===== src/rtl/noc_mem_chan_pkg.sv =====
// Shared types and flit helpers for the NoC memory-channel splitter.
package noc_mem_chan_pkg;

  // Widest flit the helpers handle; callers zero-extend into this width.
  localparam int MAX_W = 256;

  typedef enum logic [2:0] {
    REQ_IDLE, REQ_ADDR, REQ_SEND_HDR, REQ_SEND_ADDR, REQ_PASS
  } req_state_e;

  typedef enum logic {RSP_IDLE, RSP_LOCK} rsp_state_e;

  function automatic logic [MAX_W-1:0] get_len(input logic [MAX_W-1:0] flit,
                                               input int lsb, input int w);
    return (flit >> lsb) & ~({MAX_W{1'b1}} << w);
  endfunction

  // Squeeze the channel-select bits out of the address field, leaving bits
  // above the address untouched.
  function automatic logic [MAX_W-1:0] strip_addr(input logic [MAX_W-1:0] flit,
                                                  input int addr_w, input int lsb,
                                                  input int sel_w);
    logic [MAX_W-1:0] am, lm, a;
    am = ~({MAX_W{1'b1}} << addr_w);
    lm = ~({MAX_W{1'b1}} << lsb);
    a  = flit & am;
    return (flit & ~am) | ((a >> (lsb + sel_w)) << lsb) | (a & lm);
  endfunction

endpackage


===== src/rtl/noc_rr_pkt_arbiter.sv =====
// Round-robin response merger that holds a grant for a whole packet.
module noc_rr_pkt_arbiter
  import noc_mem_chan_pkg::*;
#(
  parameter int NUM_CHAN = 2,
  parameter int DATA_W   = 64,
  parameter int LEN_LSB  = 22,
  parameter int LEN_W    = 8
) (
  input  logic                       clk,
  input  logic                       rst,
  input  logic [NUM_CHAN-1:0]        in_val,
  input  logic [NUM_CHAN*DATA_W-1:0] in_data,
  output logic [NUM_CHAN-1:0]        in_rdy,
  output logic                       out_val,
  output logic [DATA_W-1:0]          out_data,
  input  logic                       out_rdy
);

  localparam int SEL_W = $clog2(NUM_CHAN);

  rsp_state_e                      st;
  logic [SEL_W-1:0]                g, rr_ptr, pick;
  logic                            found, first, fire, last;
  logic [LEN_W-1:0]                rem, hdr_len;
  logic [NUM_CHAN-1:0][DATA_W-1:0] data_a;

  assign data_a   = in_data;
  assign out_data = data_a[g];
  assign hdr_len  = LEN_W'(get_len(MAX_W'(out_data), LEN_LSB, LEN_W));
  assign fire     = out_val && out_rdy;
  assign last     = first ? (hdr_len == '0) : (rem == LEN_W'(1));

  // Descending scan so the requester closest to rr_ptr is the last writer.
  always_comb begin
    found = 1'b0;
    pick  = '0;
    for (int i = NUM_CHAN - 1; i >= 0; i--) begin
      if (in_val[rr_ptr + SEL_W'(i)]) begin
        found = 1'b1;
        pick  = rr_ptr + SEL_W'(i);
      end
    end
  end

  always_comb begin
    out_val = 1'b0;
    in_rdy  = '0;
    if (st == RSP_LOCK) begin
      out_val   = in_val[g];
      in_rdy[g] = out_rdy;
    end
  end

  always_ff @(posedge clk or posedge rst) begin
    if (rst) begin
      st     <= RSP_IDLE;
      g      <= '0;
      rr_ptr <= '0;
      rem    <= '0;
      first  <= 1'b0;
    end else begin
      unique case (st)
        RSP_IDLE: if (found) begin
          g     <= pick;
          first <= 1'b1;
          st    <= RSP_LOCK;
        end
        RSP_LOCK: if (fire) begin
          if (first) begin
            rem   <= hdr_len;
            first <= 1'b0;
          end else begin
            rem <= rem - LEN_W'(1);
          end
          if (last) begin
            rr_ptr <= g + SEL_W'(1);
            st     <= RSP_IDLE;
          end
        end
        default: st <= RSP_IDLE;
      endcase
    end
  end

endmodule


===== src/rtl/noc_mem_chan_splitter.sv =====
// Routes NoC request packets to NUM_CHAN memory channels by address interleave
// and merges their responses. NOC_CHAN_ADDR_STRIP_EN compacts forwarded addresses.
module noc_mem_chan_splitter
  import noc_mem_chan_pkg::*;
#(
  parameter int DATA_W    = 64,
  parameter int NUM_CHAN  = 2,
  parameter int LEN_LSB   = 22,
  parameter int LEN_W     = 8,
  parameter int ADDR_W    = 40,
  parameter int INTLV_LSB = 6
) (
  input  logic                       clk,
  input  logic                       rst,
  input  logic                       req_in_val,
  input  logic [DATA_W-1:0]          req_in_data,
  output logic                       req_in_rdy,
  output logic [NUM_CHAN-1:0]        req_out_val,
  output logic [NUM_CHAN*DATA_W-1:0] req_out_data,
  input  logic [NUM_CHAN-1:0]        req_out_rdy,
  input  logic [NUM_CHAN-1:0]        rsp_in_val,
  input  logic [NUM_CHAN*DATA_W-1:0] rsp_in_data,
  output logic [NUM_CHAN-1:0]        rsp_in_rdy,
  output logic                       rsp_out_val,
  output logic [DATA_W-1:0]          rsp_out_data,
  input  logic                       rsp_out_rdy
);

  localparam int SEL_W = $clog2(NUM_CHAN);
`ifdef NOC_CHAN_ADDR_STRIP_EN
  localparam bit STRIP_EN = 1'b1;
`else
  localparam bit STRIP_EN = 1'b0;
`endif

  typedef struct packed {
    logic [DATA_W-1:0] hdr;
    logic [DATA_W-1:0] addr;
    logic [LEN_W-1:0]  len;
    logic [SEL_W-1:0]  chan;
  } req_ctx_t;

  req_state_e                      req_st;
  req_ctx_t                        ctx;
  logic [LEN_W-1:0]                rem, in_len;
  logic [DATA_W-1:0]               out_flit, addr_fwd;
  logic                            out_val, out_rdy;
  logic [NUM_CHAN-1:0][DATA_W-1:0] req_data_a;

  assign in_len   = LEN_W'(get_len(MAX_W'(req_in_data), LEN_LSB, LEN_W));
  assign addr_fwd = STRIP_EN ? DATA_W'(strip_addr(MAX_W'(req_in_data), ADDR_W, INTLV_LSB, SEL_W))
                             : req_in_data;
  assign out_rdy  = req_out_rdy[ctx.chan];

  always_comb begin
    out_val    = 1'b0;
    out_flit   = req_in_data;
    req_in_rdy = 1'b0;
    unique case (req_st)
      REQ_IDLE, REQ_ADDR: req_in_rdy = !rst;
      REQ_SEND_HDR: begin
        out_val  = 1'b1;
        out_flit = ctx.hdr;
      end
      REQ_SEND_ADDR: begin
        out_val  = 1'b1;
        out_flit = ctx.addr;
      end
      REQ_PASS: begin
        out_val    = req_in_val;
        req_in_rdy = out_rdy;
      end
      default: ;
    endcase
  end

  // Every channel sees the same flit bus; only the selected one sees valid.
  for (genvar c = 0; c < NUM_CHAN; c++) begin : g_chan
    assign req_out_val[c] = out_val && (ctx.chan == SEL_W'(c));
    assign req_data_a[c]  = out_flit;
  end
  assign req_out_data = req_data_a;

  always_ff @(posedge clk or posedge rst) begin
    if (rst) begin
      req_st <= REQ_IDLE;
      ctx    <= '0;
      rem    <= '0;
    end else begin
      unique case (req_st)
        REQ_IDLE: if (req_in_val) begin
          ctx.hdr <= req_in_data;
          ctx.len <= in_len;
          if (in_len == '0) begin
            ctx.chan <= '0;
            req_st   <= REQ_SEND_HDR;
          end else begin
            req_st <= REQ_ADDR;
          end
        end
        REQ_ADDR: if (req_in_val) begin
          ctx.addr <= addr_fwd;
          ctx.chan <= req_in_data[INTLV_LSB +: SEL_W];
          req_st   <= REQ_SEND_HDR;
        end
        REQ_SEND_HDR: if (out_rdy)
          req_st <= (ctx.len == '0) ? REQ_IDLE : REQ_SEND_ADDR;
        REQ_SEND_ADDR: if (out_rdy) begin
          rem    <= ctx.len - LEN_W'(1);
          req_st <= (ctx.len == LEN_W'(1)) ? REQ_IDLE : REQ_PASS;
        end
        REQ_PASS: if (req_in_val && out_rdy) begin
          rem <= rem - LEN_W'(1);
          if (rem == LEN_W'(1)) req_st <= REQ_IDLE;
        end
        default: req_st <= REQ_IDLE;
      endcase
    end
  end

  noc_rr_pkt_arbiter #(
    .NUM_CHAN(NUM_CHAN),
    .DATA_W  (DATA_W),
    .LEN_LSB (LEN_LSB),
    .LEN_W   (LEN_W)
  ) u_rsp_arb (
    .clk     (clk),
    .rst     (rst),
    .in_val  (rsp_in_val),
    .in_data (rsp_in_data),
    .in_rdy  (rsp_in_rdy),
    .out_val (rsp_out_val),
    .out_data(rsp_out_data),
    .out_rdy (rsp_out_rdy)
  );

endmodule


===== config.mk =====
export PLATFORM = sky130hd
export DESIGN_NAME = noc_mem_chan_splitter
export DESIGN_NICKNAME = d
export VERILOG_FILES = /design/src/rtl/noc_mem_chan_pkg.sv /design/src/rtl/noc_rr_pkt_arbiter.sv /design/src/rtl/noc_mem_chan_splitter.sv
export SDC_FILE = /design/constraint.sdc
export NUM_CORES = 1
export LEC_CHECK = 0
export CORE_MARGIN = 8
export CORE_UTILIZATION = 47
export CTS_BUF_LIST = sky130_fd_sc_hd__clkbuf_4 sky130_fd_sc_hd__clkbuf_8
export CTS_CLUSTER_DIAMETER = 60
export DETAILED_ROUTE_END_ITERATION = 16
export GPL_TIMING_DRIVEN = 0
export PLACE_DENSITY_LB_ADDON = 0.25
export SETUP_SLACK_MARGIN = 0.5
export SLEW_MARGIN = 20
export SYNTH_ARGS = -nofsm -noshare
export SYNTH_HDL_FRONTEND = slang
export SYNTH_SLANG_ARGS = --single-unit

===== constraint.sdc =====
create_clock -name clk -period 8.2 [get_ports clk]
set_clock_uncertainty 0.05 [all_clocks]
set_input_delay 1.23 -clock clk [delete_from_list [all_inputs] [get_ports clk]]
set_output_delay 1.23 -clock clk [all_outputs]
set_load 0.03 [all_outputs]

==> out/metrics.cfg, run 1 <==
[clocking]
root_buffer = clkbuf_8
cts_tree = yes
post_cts_buffers = 0
path_clk_slew_ns = 0.08
clockBufferDepth = 2
clk_latency_ns = 0.45
cts_resized = 0
hold_buffers = 0
cts_htree_levels = 4
cts_buffers = 17
cts_sinks = 152

[global_routing]
grt_pass1_vias = 8661
grt_max_degree = 91
track_usage_pct = 27.2
grt.overflow.total = 0
grt_pass1_wl_mm = 49.9
antenna_found_initial = 0

[placed_design]
gp_congestion = 0.865
hpwl_mm = 26.4
port_buffers = 397

[route]
wl_per_cell_um = 22.2
viasPerCell = 5.42
num_vias = 8079
wl_mm = 33.1
dr.pass1.iters = 5
drc = 0
drt_iter0_markers = 442
antenna_left = 0

[timing]
tightest_slew_ns = 0.885
whs_ns = 0.460
relSlewSlack_pct = 39.5
final_hold_viol_count = 0
min_period_ns = 4.78
clock.fmax_ghz = 0.209
rsz0062_at_grt = no
maxSlewViolCount = 0
setup_tns_ns = 0
post-route-period-util_pct = 58.3
setup_violations = 0

[logic_synthesis]
syn_inst = 827
yosys_warnings = 0
ys_seq_elements = 152
synthesis.nets = 1033
yosysUniqueCellTypes = 54
yosys.area.top_type_share_pct = 42.2
ys_seq_area_share_pct = 42.2
synth_area_per_cell_um2 = 10.9
synth_ff_type = dfrtp_1
synth_top_cell_by_area = dfrtp_1
synth_edf_count = 0
yosys-top-cells-area = dfrtp_1 42%, mux2_2 24%, mux2i_1 7.7%, buf_4 6.3%, o21ai_0 4.4%
synth_async_sr_flop_share_pct = 100
syn_area_um2 = 9010

[job]
cap_violations = 0

[final_layout]
antenna_cells = 0
layout-drive-gt1-share_pct = 26.5
final_nets = 1450
utilization_pct = 73.1
synthToLayoutAreaGrowth_pct = 52.3

[status]
status = complete, no violations

[power_and_ir_drop]
p_per_area_nw_per_um2 = 440
p_seq_share_pct = 22.6
swShare_pct = 45.1
combinationalPowerShare_pct = 67.6
pwr-share-clk_pct = 9.8
internal-power_mw = 3.31
p_switching_mw = 2.72
ir_drop_uv = 256
power_leakage_nw = 5.74

[floorplan]
die_x_um = 154
die_h_um = 154
fp-row-count = 50
pin_count = 398
die_area_um2 = 23900
core_um2 = 18800
initial_core_util_pct = 48.0

[worst_setup_path]
critPathLaunchType = flop
path_class = flop to primary output
worstPathArrival_ns = 3.50
critPathMaxFanout = 10
cp.required_ns = 6.92
crit_slowest_cell = clkdlybuf4s50_1
max_stage_delay_ns = 0.67
cp_cell_sequence = buf_4 > nand2b_1 > clkbuf_1 > clkbuf_1 > nand2_1 > o21ai_0 > buf_4 > clkdlybuf4s50_1
end_kind = primary output

[hold_path]
hp-class = flop to flop

flip-flops by register name, summed over array words and instances (netlist names):
| signal | flops |
|---|---|
| ctx | 129 |
| u_rsp_arb.rr_ptr | 1 |
| req_st | 3 |
| u_rsp_arb.g | 1 |
| u_rsp_arb.rem | 8 |
| u_rsp_arb.first | 1 |
| u_rsp_arb.st | 1 |
| rem | 8 |
cells in the mapped netlist (8+ instances only):
cell type,number
nor2_1,20
dfrtp_1,152
buf_4,76
inv_1,13
buf_2,18
o21ai_0,79
clkbuf_1,16
nor3_1,8
mux2i_1,69
nor4_1,8
nand2_1,89
mux2_2,189
a21oi_1,19
kinds of logic after synthesis:
| logic type | count (synthesis) | synth area share [%] |
|---|---|---|
| flip-flops | 152 | 42.2 |
| XOR/XNOR | 6 | 0.583 |
| adder cells (fa/ha/maj) | 6 | 0.833 |
| AO/OA/AOI/OAI | 126 | 7.93 |
| AND/OR/NAND/NOR | 150 | 7.91 |
| multiplexers | 260 | 31.7 |
| buffers and inverters | 127 | 8.87 |
power by group through the flow:
stage / Combinational [mW] / Clock, mW / Sequential, mW
after global placement: 4.01 / 0 / 1.35
after floorplan: 2.64 / 0 / 1.30
after global routing: 4.30 / 0.632 / 1.41
after CTS: 4.10 / 0.606 / 1.36
after detailed placement: 4.08 / 0 / 1.37
final: 4.08 / 0.593 / 1.36
routing by layer:
| metal | wire length, um | global-route usage, % | vias up | share of wire, % |
|---|---|---|---|---|
| li1 | - | - | 3701 | - |
| met1 | 12400 | 29.1 | 4027 | 38 |
| met2 | 17500 | 50.2 | 309 | 53 |
| met3 | 2310 | 8.08 | 42 | 7.0 |
| met4 | 835 | 9.43 | 0 | 2.5 |
| met5 | 0 | 0 | - | 0 |
final cells by class:
cell class | count | area [um^2]
Multi-Input combinational cell | 548 | 4410
Clock buffer | 20 | 263
Sequential cell | 152 | 3800
Buffer | 114 | 751
Clock inverter | 11 | 149
Timing Repair Buffer | 398 | 4000
Fill cell | 1386 | 5040
Tap cell | 234 | 293
Inverter | 13 | 56.3
path summary, 6_finish.rpt:
kind	end	start	slack, ns	depth (start not counted)
min	ctx[120]	ctx[120]	0.46	1
max in group asynchronous	u_rsp_arb.rem[4]	rst	6.08	3
min reg2reg	ctx[120]	ctx[120]	0.46	1
max reg2reg	ctx[43]	req_st[2]	6.08	7
max	req_out_data[109]	req_st[2]	3.42	8
min in group asynchronous	ctx[105]	rst	1.24	2
stage by stage:
stage          instances  instance area, um^2  power (mW)  setup slack, ns
2_1_floorplan        827                 9010        3.94             2.83
3_3_place_gp        1458                13300        5.36            0.819
3_5_place_dp        1459                13300        5.45             3.99
4_1_cts             1490                13700        6.06             3.42
5_1_grt             1490                13700        6.34             3.27
6_report            1490                13700        6.03             3.42
critical path, delay by kind of cell, from the launching register on:
family,cells,cell delay (ns)
and+or+nand+nor,2,0.39
buffers and inverters,5,2.07
AOI/OAI and AO/OA,1,0.23
DFF,1,0.35
cell usage in the layout (no fill, tap or decap), drive strengths merged, types with 11 or more instances in the layout:
cell           count
nand2             90
clkbuf            36
nor2              21
a21oi             21
buf               99
mux2             190
nor4              11
o21ai             80
mux2i             70
inv               14
dfrtp            152
clkdlybuf4s50    397
No activity file was read; power rests on OpenSTA's default activity.
==> run 2, diff against run 1 <==
--- a/config.mk
+++ b/config.mk
@@ -6,7 +6,7 @@
 export NUM_CORES = 1
 export LEC_CHECK = 0
 export CORE_MARGIN = 8
-export CORE_UTILIZATION = 47
+export CORE_UTILIZATION = 40
 export CTS_BUF_LIST = sky130_fd_sc_hd__clkbuf_4 sky130_fd_sc_hd__clkbuf_8
 export CTS_CLUSTER_DIAMETER = 60
 export DETAILED_ROUTE_END_ITERATION = 16
==> constraint.sdc (replaced) <==
create_clock -name clk -period 4.3 [get_ports clk]
set_clock_uncertainty 0.05 [all_clocks]
set_input_delay 0.645 -clock clk [delete_from_list [all_inputs] [get_ports clk]]
set_output_delay 0.645 -clock clk [all_outputs]
set_load 0.03 [all_outputs]
==> out/metrics.cfg, run 2 (same netlist as run 1, synthesis figures left out) <==
[route]
wl_per_cell_um = 21.6
antenna_left = 0
dr.pass1.iters = 4
num_vias = 7923
drc = 0
drt_iter0_markers = 400
wl_mm = 33.4
viasPerCell = 5.12

[clocking]
cts_tree = yes
cts_sinks = 152
post_cts_buffers = 0
path_clk_slew_ns = 0.09
cts_htree_levels = 4
hold_buffers = 0
clockBufferDepth = 2
clk_latency_ns = 0.45
cts_buffers = 17
root_buffer = clkbuf_8

[placed_design]
hpwl_mm = 26.9
port_buffers = 397
postPlaceCellArea_um2 = 13500
gp_congestion = 0.895

[worst_setup_path]
critPathLaunchType = flop
end_kind = primary output
rrSetupSlack_ns = 2.21
worstPathArrival_ns = 2.98
critPathMaxFanout = 10
cp.required_ns = 3.61
path_class = flop to primary output

[global_routing]
grt_pass1_vias = 8482
grt_max_degree = 35
track_usage_pct = 23.9
grt.overflow.total = 0
antenna_found_initial = 1
grt_pass1_wl_mm = 50.8

[final_layout]
final_common_cell = clkdlybuf4s50_1
nFillCells = 1860
stdcell_area_um2 = 13900
regArea_um2 = 3800
final_cell_mix = 397 x clkdlybuf4s50_1, 189 x mux2_2, 152 x dfrtp_1
largest_reg_flops = 129
largest-register = ctx
final_nets = 1454
reg_top3 = ctx (129), rem (8), u_rsp_arb.rem (8)
layout-drive-gt1-share_pct = 27.8
synthToLayoutAreaGrowth_pct = 54.7
multi_input_area_um2 = 4410

[power_and_ir_drop]
p_per_area_nw_per_um2 = 837
power_leakage_nw = 5.84
ir_drop_uv = 476

[floorplan]
die_h_um = 166
fp-row-count = 55
pin_count = 398
die_area_um2 = 27600
die_x_um = 166
initial_core_util_pct = 40.3
core_um2 = 22400

[timing]
relSlewSlack_pct = 38.0
final_hold_viol_count = 0
min_period_ns = 3.68
clock.fmax_ghz = 0.272
post-route-period-util_pct = 85.5
tightest_slew_ns = 0.906
setup_tns_ns = 0
rsz0062_at_grt = yes
setup_violations = 0
maxSlewViolCount = 0

[status]
status = complete, no violations

[hold_path]
hp-class = flop to flop

[job]
cap_violations = 0

## run 2: changes by cell type in the layout (fill, tap and decap cells not counted), sizes merged
cell	change
inv	+8
clkinvlp	-2
diode	+1
clkbuf	+1
clkinv	-3
bufinv	+1
## run 2: timing repair
| item | 4_1_cts | 5_1_grt |
|---|---|---|
| endpoints found under the hold margin | 0 | 0 |
| endpoints found under the setup margin | 122 | 53 |
| resized for setup | 11 | 14 |
## run 2: critical path, cell delays in order, from the launching register on
cell and delay [ns]:
dfrtp_1 0.38, buf_4 0.17, nand2b_1 0.22, clkbuf_2 0.24
clkbuf_2 0.29, o21ai_0 0.39, buf_4 0.17, clkdlybuf4s50_1 0.66
## run 2: metal layers
metal,GRT usage (%),part of all wire [%]
met4,7.67,2.4
met5,0,0
met2,42.2,51
met3,8.20,8.4
met1,26.7,39
## run 2: area by class of cell
cell class / instances / area share, %
inverter: 13 / 0.377
tap: 285 / 2.56
antenna: 1 / 0.0179
multi-input combinational: 548 / 31.6
clock inverter: 15 / 1.61
sequential: 152 / 27.3
clock buffer: 17 / 1.68
buffer: 114 / 5.58
timing repair buffer: 402 / 29.3
## run 2: worst paths after layout
kind | from | to | cells past startpoint
min in group asynchronous | rst | ctx[0] | 2
setup reg to reg | req_st[2] | ctx[45] | 7
hold reg to reg | u_rsp_arb.st | u_rsp_arb.first | 1
setup / recovery | req_st[2] | req_out_data[124] | 7
hold / removal | u_rsp_arb.st | u_rsp_arb.first | 1
max in group asynchronous | rst | u_rsp_arb.rem[5] | 5
## run 2: power breakdown
| part | leakage, nW | internal (mW) | total (mW) | switching [mW] |
|---|---|---|---|---|
| clock network | 0.233 | 0.659 | 1.27 | 0.612 |
| logic | 3.82 | 3.60 | 7.83 | 4.23 |
| registers | 1.79 | 2.15 | 2.58 | 0.434 |
## run 2: per-stage QoR
stage	total power [mW]	utilization (%)	instances	setup WS, ns	hold slack [ns]
CTS	11.8	62.3	1546	0.431	0.451
global route	12.3	62.3	1547	0.462	0.475
global placement	10.3	59.7	1509	0.313	0.430
finish	11.7	62.3	1547	0.624	0.449
detailed placement	10.4	60.2	1514	0.709	0.440
floorplan	7.51	-	827	1.46	0.412
